<file path="src/rtl/pc_gen_pkg.sv">
// Shared types and default constants for the pc_gen program-counter unit.
// Optional misaligned-redirect checking is enabled by defining PC_GEN_MISALIGN_CHK_EN.
package pc_gen_pkg;

  typedef enum logic [1:0] {
    BOOT = 2'd0,
    RUN  = 2'd1,
    HALT = 2'd2
  } state_e;

  typedef enum logic [1:0] {
    SRC_TRAP  = 2'd0,
    SRC_REDIR = 2'd1,
    SRC_SEQ   = 2'd2,
    SRC_HOLD  = 2'd3
  } src_e;

  localparam int unsigned PC_XLEN_DEF      = 32;
  localparam logic [31:0] PC_RESET_VEC_DEF = 32'h8000_0000;
  localparam logic [31:0] PC_STEP_DEF      = 32'd4;

endpackage

</file>
<file path="src/rtl/pc_gen_if.sv">
// Fetch handshake, redirect and halt signals between pc_gen and its neighbours.
// master = pc_gen side, slave = fetch/EX/CSR side.
interface pc_gen_if #(
  parameter int XLEN = 32
);
  logic            if_valid;
  logic            if_ready;
  logic [XLEN-1:0] if_pc;
  logic [XLEN-1:0] dnpc;
  logic            redir_valid;
  logic [XLEN-1:0] redir_base;
  logic [XLEN-1:0] redir_off;
  logic            trap_valid;
  logic [XLEN-1:0] trap_pc;
  logic            halt_req;
  logic            misalign_valid;
  logic [XLEN-1:0] misalign_addr;

  modport master (
    output if_valid, if_pc, dnpc, misalign_valid, misalign_addr,
    input  if_ready, redir_valid, redir_base, redir_off, trap_valid, trap_pc, halt_req
  );

  modport slave (
    input  if_valid, if_pc, dnpc, misalign_valid, misalign_addr,
    output if_ready, redir_valid, redir_base, redir_off, trap_valid, trap_pc, halt_req
  );
endinterface

</file>
<file path="src/rtl/pc_gen_target_add.sv">
// XLEN-bit modular adder; carry out is discarded so targets wrap around 2^XLEN.
module pc_gen_target_add #(
  parameter int XLEN = 32
) (
  input  logic [XLEN-1:0] a,
  input  logic [XLEN-1:0] b,
  output logic [XLEN-1:0] sum
);
  assign sum = a + b;
endmodule

</file>
<file path="src/rtl/pc_gen.sv">
// Program-counter generator: registered fetch PC with valid/ready issue, trap/branch
// redirects and halt control. Define PC_GEN_MISALIGN_CHK_EN to reject misaligned branch targets.
module pc_gen
  import pc_gen_pkg::*;
#(
  parameter int              XLEN       = PC_XLEN_DEF,
  parameter logic [XLEN-1:0] RESET_VEC  = XLEN'(PC_RESET_VEC_DEF),
  parameter logic [XLEN-1:0] STEP       = XLEN'(PC_STEP_DEF),
  parameter int              ALIGN_BITS = 2
) (
  input logic       clk,
  input logic       rst,
  pc_gen_if.master  bus
);

  localparam logic [XLEN-1:0] ALIGN_MASK = XLEN'((64'd1 << ALIGN_BITS) - 64'd1);

  state_e          state_p0;
  logic            vld_p0;
  logic [XLEN-1:0] pc_p0;

  logic [XLEN-1:0] redir_sum;
  logic [XLEN-1:0] seq_sum;
  logic [XLEN-1:0] redir_tgt;
  logic            redir_ok;
  logic            fire;
  src_e            src;
  logic [XLEN-1:0] npc;

  assign fire = vld_p0 & bus.if_ready;

  pc_gen_target_add #(.XLEN(XLEN)) u_redir_add (
    .a   (bus.redir_base),
    .b   (bus.redir_off),
    .sum (redir_sum)
  );

  pc_gen_target_add #(.XLEN(XLEN)) u_seq_add (
    .a   (pc_p0),
    .b   (STEP),
    .sum (seq_sum)
  );

`ifdef PC_GEN_MISALIGN_CHK_EN
  assign redir_tgt = redir_sum;
  assign redir_ok  = ~(|(redir_sum & ALIGN_MASK));
`else
  // Without checking, a misaligned target is silently rounded down to alignment.
  assign redir_tgt = redir_sum & ~ALIGN_MASK;
  assign redir_ok  = 1'b1;
`endif

  // BOOT ignores all sources so the first issued address is always RESET_VEC.
  always_comb begin
    src = SRC_HOLD;
    if (state_p0 != BOOT) begin
      if (bus.trap_valid)                 src = SRC_TRAP;
      else if (bus.redir_valid && redir_ok) src = SRC_REDIR;
      else if (fire)                      src = SRC_SEQ;
      else                                src = SRC_HOLD;
    end
  end

  always_comb begin
    npc = pc_p0;
    case (src)
      SRC_TRAP:  npc = bus.trap_pc;
      SRC_REDIR: npc = redir_tgt;
      SRC_SEQ:   npc = seq_sum;
      default:   npc = pc_p0;
    endcase
  end

  // Stage p0: architectural PC, control state and registered fetch valid.
  always_ff @(posedge clk or negedge rst) begin
    if (!rst) begin
      pc_p0    <= RESET_VEC;
      state_p0 <= BOOT;
      vld_p0   <= 1'b0;
    end else begin
      pc_p0 <= npc;
      case (state_p0)
        BOOT: begin
          if (bus.halt_req) begin
            state_p0 <= HALT;
            vld_p0   <= 1'b0;
          end else begin
            state_p0 <= RUN;
            vld_p0   <= 1'b1;
          end
        end
        RUN: begin
          // An issued address stays presented until accepted, even under halt.
          if (bus.halt_req && fire) begin
            state_p0 <= HALT;
            vld_p0   <= 1'b0;
          end
        end
        HALT: begin
          if (!bus.halt_req) begin
            state_p0 <= RUN;
            vld_p0   <= 1'b1;
          end
        end
        default: begin
          state_p0 <= BOOT;
          vld_p0   <= 1'b0;
        end
      endcase
    end
  end

`ifdef PC_GEN_MISALIGN_CHK_EN
  logic            mis_vld_p0;
  logic [XLEN-1:0] mis_addr_p0;

  // A trap in the same cycle drops the branch, so no report is raised for it.
  always_ff @(posedge clk or negedge rst) begin
    if (!rst) begin
      mis_vld_p0  <= 1'b0;
      mis_addr_p0 <= '0;
    end else if ((state_p0 != BOOT) && bus.redir_valid && !bus.trap_valid && !redir_ok) begin
      mis_vld_p0  <= 1'b1;
      mis_addr_p0 <= redir_sum;
    end else begin
      mis_vld_p0  <= 1'b0;
      mis_addr_p0 <= '0;
    end
  end

  assign bus.misalign_valid = mis_vld_p0;
  assign bus.misalign_addr  = mis_addr_p0;
`else
  assign bus.misalign_valid = 1'b0;
  assign bus.misalign_addr  = '0;
`endif

  assign bus.if_valid = vld_p0;
  assign bus.if_pc    = pc_p0;
  assign bus.dnpc     = npc;

endmodule

</file>
<file path="src/flat_wrapper.sv">
// flat-port wrapper written by rule: the top's interface ports become plain ports
module pc_gen_flat import pc_gen_pkg::*;
#(
  parameter int              XLEN       = PC_XLEN_DEF,
  parameter logic [XLEN-1:0] RESET_VEC  = XLEN'(PC_RESET_VEC_DEF),
  parameter logic [XLEN-1:0] STEP       = XLEN'(PC_STEP_DEF),
  parameter int              ALIGN_BITS = 2
)
  (clk, rst, bus_if_valid, bus_if_pc, bus_dnpc, bus_misalign_valid, bus_misalign_addr, bus_if_ready, bus_redir_valid, bus_redir_base, bus_redir_off, bus_trap_valid, bus_trap_pc, bus_halt_req);
  pc_gen_if #(.XLEN(XLEN)) bus_i ();
  input logic clk;
  input logic rst;
  output wire logic [$bits(bus_i.if_valid)-1:0] bus_if_valid;
  output wire logic [$bits(bus_i.if_pc)-1:0] bus_if_pc;
  output wire logic [$bits(bus_i.dnpc)-1:0] bus_dnpc;
  output wire logic [$bits(bus_i.misalign_valid)-1:0] bus_misalign_valid;
  output wire logic [$bits(bus_i.misalign_addr)-1:0] bus_misalign_addr;
  input wire logic [$bits(bus_i.if_ready)-1:0] bus_if_ready;
  input wire logic [$bits(bus_i.redir_valid)-1:0] bus_redir_valid;
  input wire logic [$bits(bus_i.redir_base)-1:0] bus_redir_base;
  input wire logic [$bits(bus_i.redir_off)-1:0] bus_redir_off;
  input wire logic [$bits(bus_i.trap_valid)-1:0] bus_trap_valid;
  input wire logic [$bits(bus_i.trap_pc)-1:0] bus_trap_pc;
  input wire logic [$bits(bus_i.halt_req)-1:0] bus_halt_req;
  assign bus_if_valid = bus_i.if_valid;
  assign bus_if_pc = bus_i.if_pc;
  assign bus_dnpc = bus_i.dnpc;
  assign bus_misalign_valid = bus_i.misalign_valid;
  assign bus_misalign_addr = bus_i.misalign_addr;
  assign bus_i.if_ready = bus_if_ready;
  assign bus_i.redir_valid = bus_redir_valid;
  assign bus_i.redir_base = bus_redir_base;
  assign bus_i.redir_off = bus_redir_off;
  assign bus_i.trap_valid = bus_trap_valid;
  assign bus_i.trap_pc = bus_trap_pc;
  assign bus_i.halt_req = bus_halt_req;
  pc_gen #(.XLEN(XLEN), .RESET_VEC(RESET_VEC), .STEP(STEP), .ALIGN_BITS(ALIGN_BITS)) u_core (.clk(clk), .rst(rst), .bus(bus_i));
endmodule
</file>
<file path="config.mk">
export PLATFORM = sky130hd
export DESIGN_NAME = pc_gen_flat
export DESIGN_NICKNAME = d
export VERILOG_FILES = /design/src/rtl/pc_gen_pkg.sv /design/src/rtl/pc_gen_if.sv /design/src/rtl/pc_gen_target_add.sv /design/src/rtl/pc_gen.sv /design/src/flat_wrapper.sv
export SDC_FILE = /design/constraint.sdc
export NUM_CORES = 1
export LEC_CHECK = 0
export BUFFER_PORTS_ARGS = -buffer_cell sky130_fd_sc_hd__buf_2
export CAP_MARGIN = 20
export CELL_PAD_IN_SITES_DETAIL_PLACEMENT = 0
export CELL_PAD_IN_SITES_GLOBAL_PLACEMENT = 1
export CORE_AREA = 2 2 114 116
export CTS_BUF_LIST = sky130_fd_sc_hd__clkbuf_8 sky130_fd_sc_hd__clkbuf_16
export DETAILED_ROUTE_END_ITERATION = 12
export DIE_AREA = 0 0 116 118
export PLACE_DENSITY = 0.87
export SETUP_SLACK_MARGIN = 0.1
export SKIP_LAST_GASP = 1
export SYNTH_ARGS = -nofsm -noshare
export SYNTH_HDL_FRONTEND = slang
export SYNTH_SLANG_ARGS = --single-unit
</file>
<file path="constraint.sdc">
create_clock -name clk -period 3.7 [get_ports clk]
set_input_delay 0.555 -clock clk [delete_from_list [all_inputs] [get_ports clk]]
set_output_delay 0.555 -clock clk [all_outputs]
set_load 0.005 [all_outputs]
</file>
==> out/metrics.cfg <==
[global_routing]
grt_pass1_vias=4226
grt_max_degree=36
grt-ovfl-total=0
grt_pass1_wl_um=20900
antenna_found_initial=0
grtUsageTotal_pct=18.8

[worst_setup_path]
cp.arrival_ps=2990
startpoint_type=input pin
cp-end-kind=output pin
crit_type=input pin to output pin
cp_max_fo=5
worstPathRequired_ps=3140

[finish]
layout-drive-gt1-share_pct=32.2
layout_common_cells=166 x buf_2, 52 x a21oi_1, 39 x o21ai_0
antenna_cells=0
final_common_cell=buf_2
fillers=1328
postLayoutCellArea_um2=5190
fin_util_pct=41.8
instances_no_fill=853
syn_to_final_growth_pct=32.7
fin_nets=813

[logic_synthesis]
yosys_most_used_dff=dfrtp_1
ys_ff_latch=35
ys_types=60
ys_seq_area_share_pct=22.4
avgSynthCellArea_um2=7.81
async_flop_share_pct=100
synthCells=501
synth_edf_count=0
syn-cell-area_um2=3910
ys_warn_count=0

[placed_design]
gp_congestion=0.877
hpwl_um=11000
dp.cells=839
port_buffers=166
place_area_um2=4910

[floorplanning]
dieArea_um2=13700
core_um2=12400
die_width_um=116
boundaryPins=200
placementRows=41
start_util_pct=31.5
fp.dieH_um=118

[route]
wl_um=13500
vias=4507
vias_per_cell=5.28
drc_errors=0
drt_pass1_iterations=5
drtAntennaViolNets=0
wire_per_inst_um=15.8
drtIter0Drc=272

[timing]
rsz0062_at_grt=true
setup_viol=0
relSlewSlack_pct=42.2
tightest_slew_ps=863
tns_ps=0
finClkSkew_ps=5.65
final_max_slew_viol_count=0
hold_viol=0
fmax_mhz=282
post-route-period-util_pct=95.8
finalCriticalPeriod_ps=3550

[clock_network]
clockBufferDepth=2
ctsHtreeMaxLevel=2
cts_tree=done
path_clk_slew_ps=60
clock_sinks=35
cts_buffers=5
cts_root_buf=clkbuf_16
clock_latency_ps=280
holdBufCountCts=0

[power_and_ir_drop]
pwr-share-comb_pct=52.6
p_clk_share_pct=17.8
peakVddDrop_uv=230
p_int_mw=1.59
swShare_pct=44.5
power_switching_mw=1.28
p_per_area_nw_per_um2=553
seqPwrFrac_pct=29.7
leakage_nw=2.54

[hold_path]
hp-class=input pin to asynchronous set/reset pin

[run_status]
status=finished clean

[job]
maxCapViolCount=0

final cells by class:
type	count	area (um2)	share of cell area, %
clock buffers	6	139	2.67
flip-flops and latches	35	877	16.9
clock inverters	2	35.0	0.675
repair buffers	189	1000	19.3
inverters	9	33.8	0.651
multi-input cells	440	2890	55.6
well taps	172	215	4.14
through the flow:
| step | setup WS [ps] | hold slack (ps) | power (mW) |
|---|---|---|---|
| 5_1_grt | 50.5 | 441 | 3.11 |
| 4_1_cts | 118 | 402 | 2.87 |
| 3_5_place_dp | 101 | 509 | 2.34 |
| 6_report | 154 | 383 | 2.87 |
| 2_1_floorplan | 632 | 259 | 1.62 |
| 3_3_place_gp | 187 | 495 | 2.30 |
routing by layer:
layer / up-vias / wire length [um] / global-route usage, %
li1: 2185 / - / -
met1: 2114 / 5940 / 25.6
met2: 199 / 6490 / 32.0
met3: 9 / 987 / 2.99
met4: 0 / 73 / 2.53
met5: - / 0 / 0
cells by family after synthesis:
family / synth area share [%]
mux: 0.512
other cells: 0.0958
compound gates: 30.8
simple gates: 22.5
flops: 22.4
buf+inv: 8.83
xor+xnor: 4.92
fa+ha+maj: 9.91
repair_timing:
item / CTS / global route
buffers inserted: 1 / 5
pin swaps: 1 / 5
cloned: 0 / 0
gates resized for setup: 1 / 10
setup endpoints to repair: 1 / 8
synth_stat cells, types with 10 or more instances:
library cell   n  area, um2
nand3_1       17       85.1
nor3_1        15       75.1
a21o_1        18        135
nor2_1        37        139
a21oi_1       53        265
xor2_1        12        105
clkbuf_1      15       56.3
nand4_1       10       62.6
dfrtp_1       34        851
a221oi_1      12        105
xnor2_1       10       87.6
nand2_1       37        139
a31oi_1       12       75.1
buf_4         34        255
o21ai_0       39        195
ha_1          31        388
power by group through the flow:
stage	clock (mW)	sequential (mW)	combinational [mW]
after floorplan	0	0.805	0.819
after global placement	0	0.836	1.47
after detailed placement	0	0.852	1.49
after CTS	0.522	0.846	1.50
after global routing	0.532	0.891	1.69
final	0.510	0.852	1.51
path summary, 6_finish.rpt:
check                                              startpoint                         endpoint  slack (ps)  cells after the start
worst max-delay path                         bus_redir_off[2]                     bus_dnpc[28]         150                     11
worst min-delay path                                      rst  u_core.bus.if_valid$_DFFE_PN0P_         380                      1
max in group asynchronous                                 rst    u_core.bus.if_pc[8]$_DFF_PN0_        2780                      1
worst min register to register  u_core.bus.if_pc[1]$_DFF_PN0_    u_core.bus.if_pc[1]$_DFF_PN0_         510                      1
min in group clk                                 bus_halt_req   u_core.state_p0[0]$_DFFE_PN0P_         490                      2
worst max register to register  u_core.bus.if_pc[2]$_DFF_PN0_   u_core.bus.if_pc[28]$_DFF_PN0_        1130                     10
worst max-delay path: stages:
cell      delay [ps]
buf_2            100
ha_1             320
nand4_1          150
a21oi_2          220
o21ai_2          110
a2111o_1         470
a21o_4           250
and2_4           160
o211a_1          220
o31a_1           300
buf_2            130
flip-flops by register name (all words and copies together), names as in the netlist:
register,flops
u_core.bus.if_pc,32
u_core.state_p0,2
u_core.bus.if_valid,1
(Power assumes the default switching activity.)
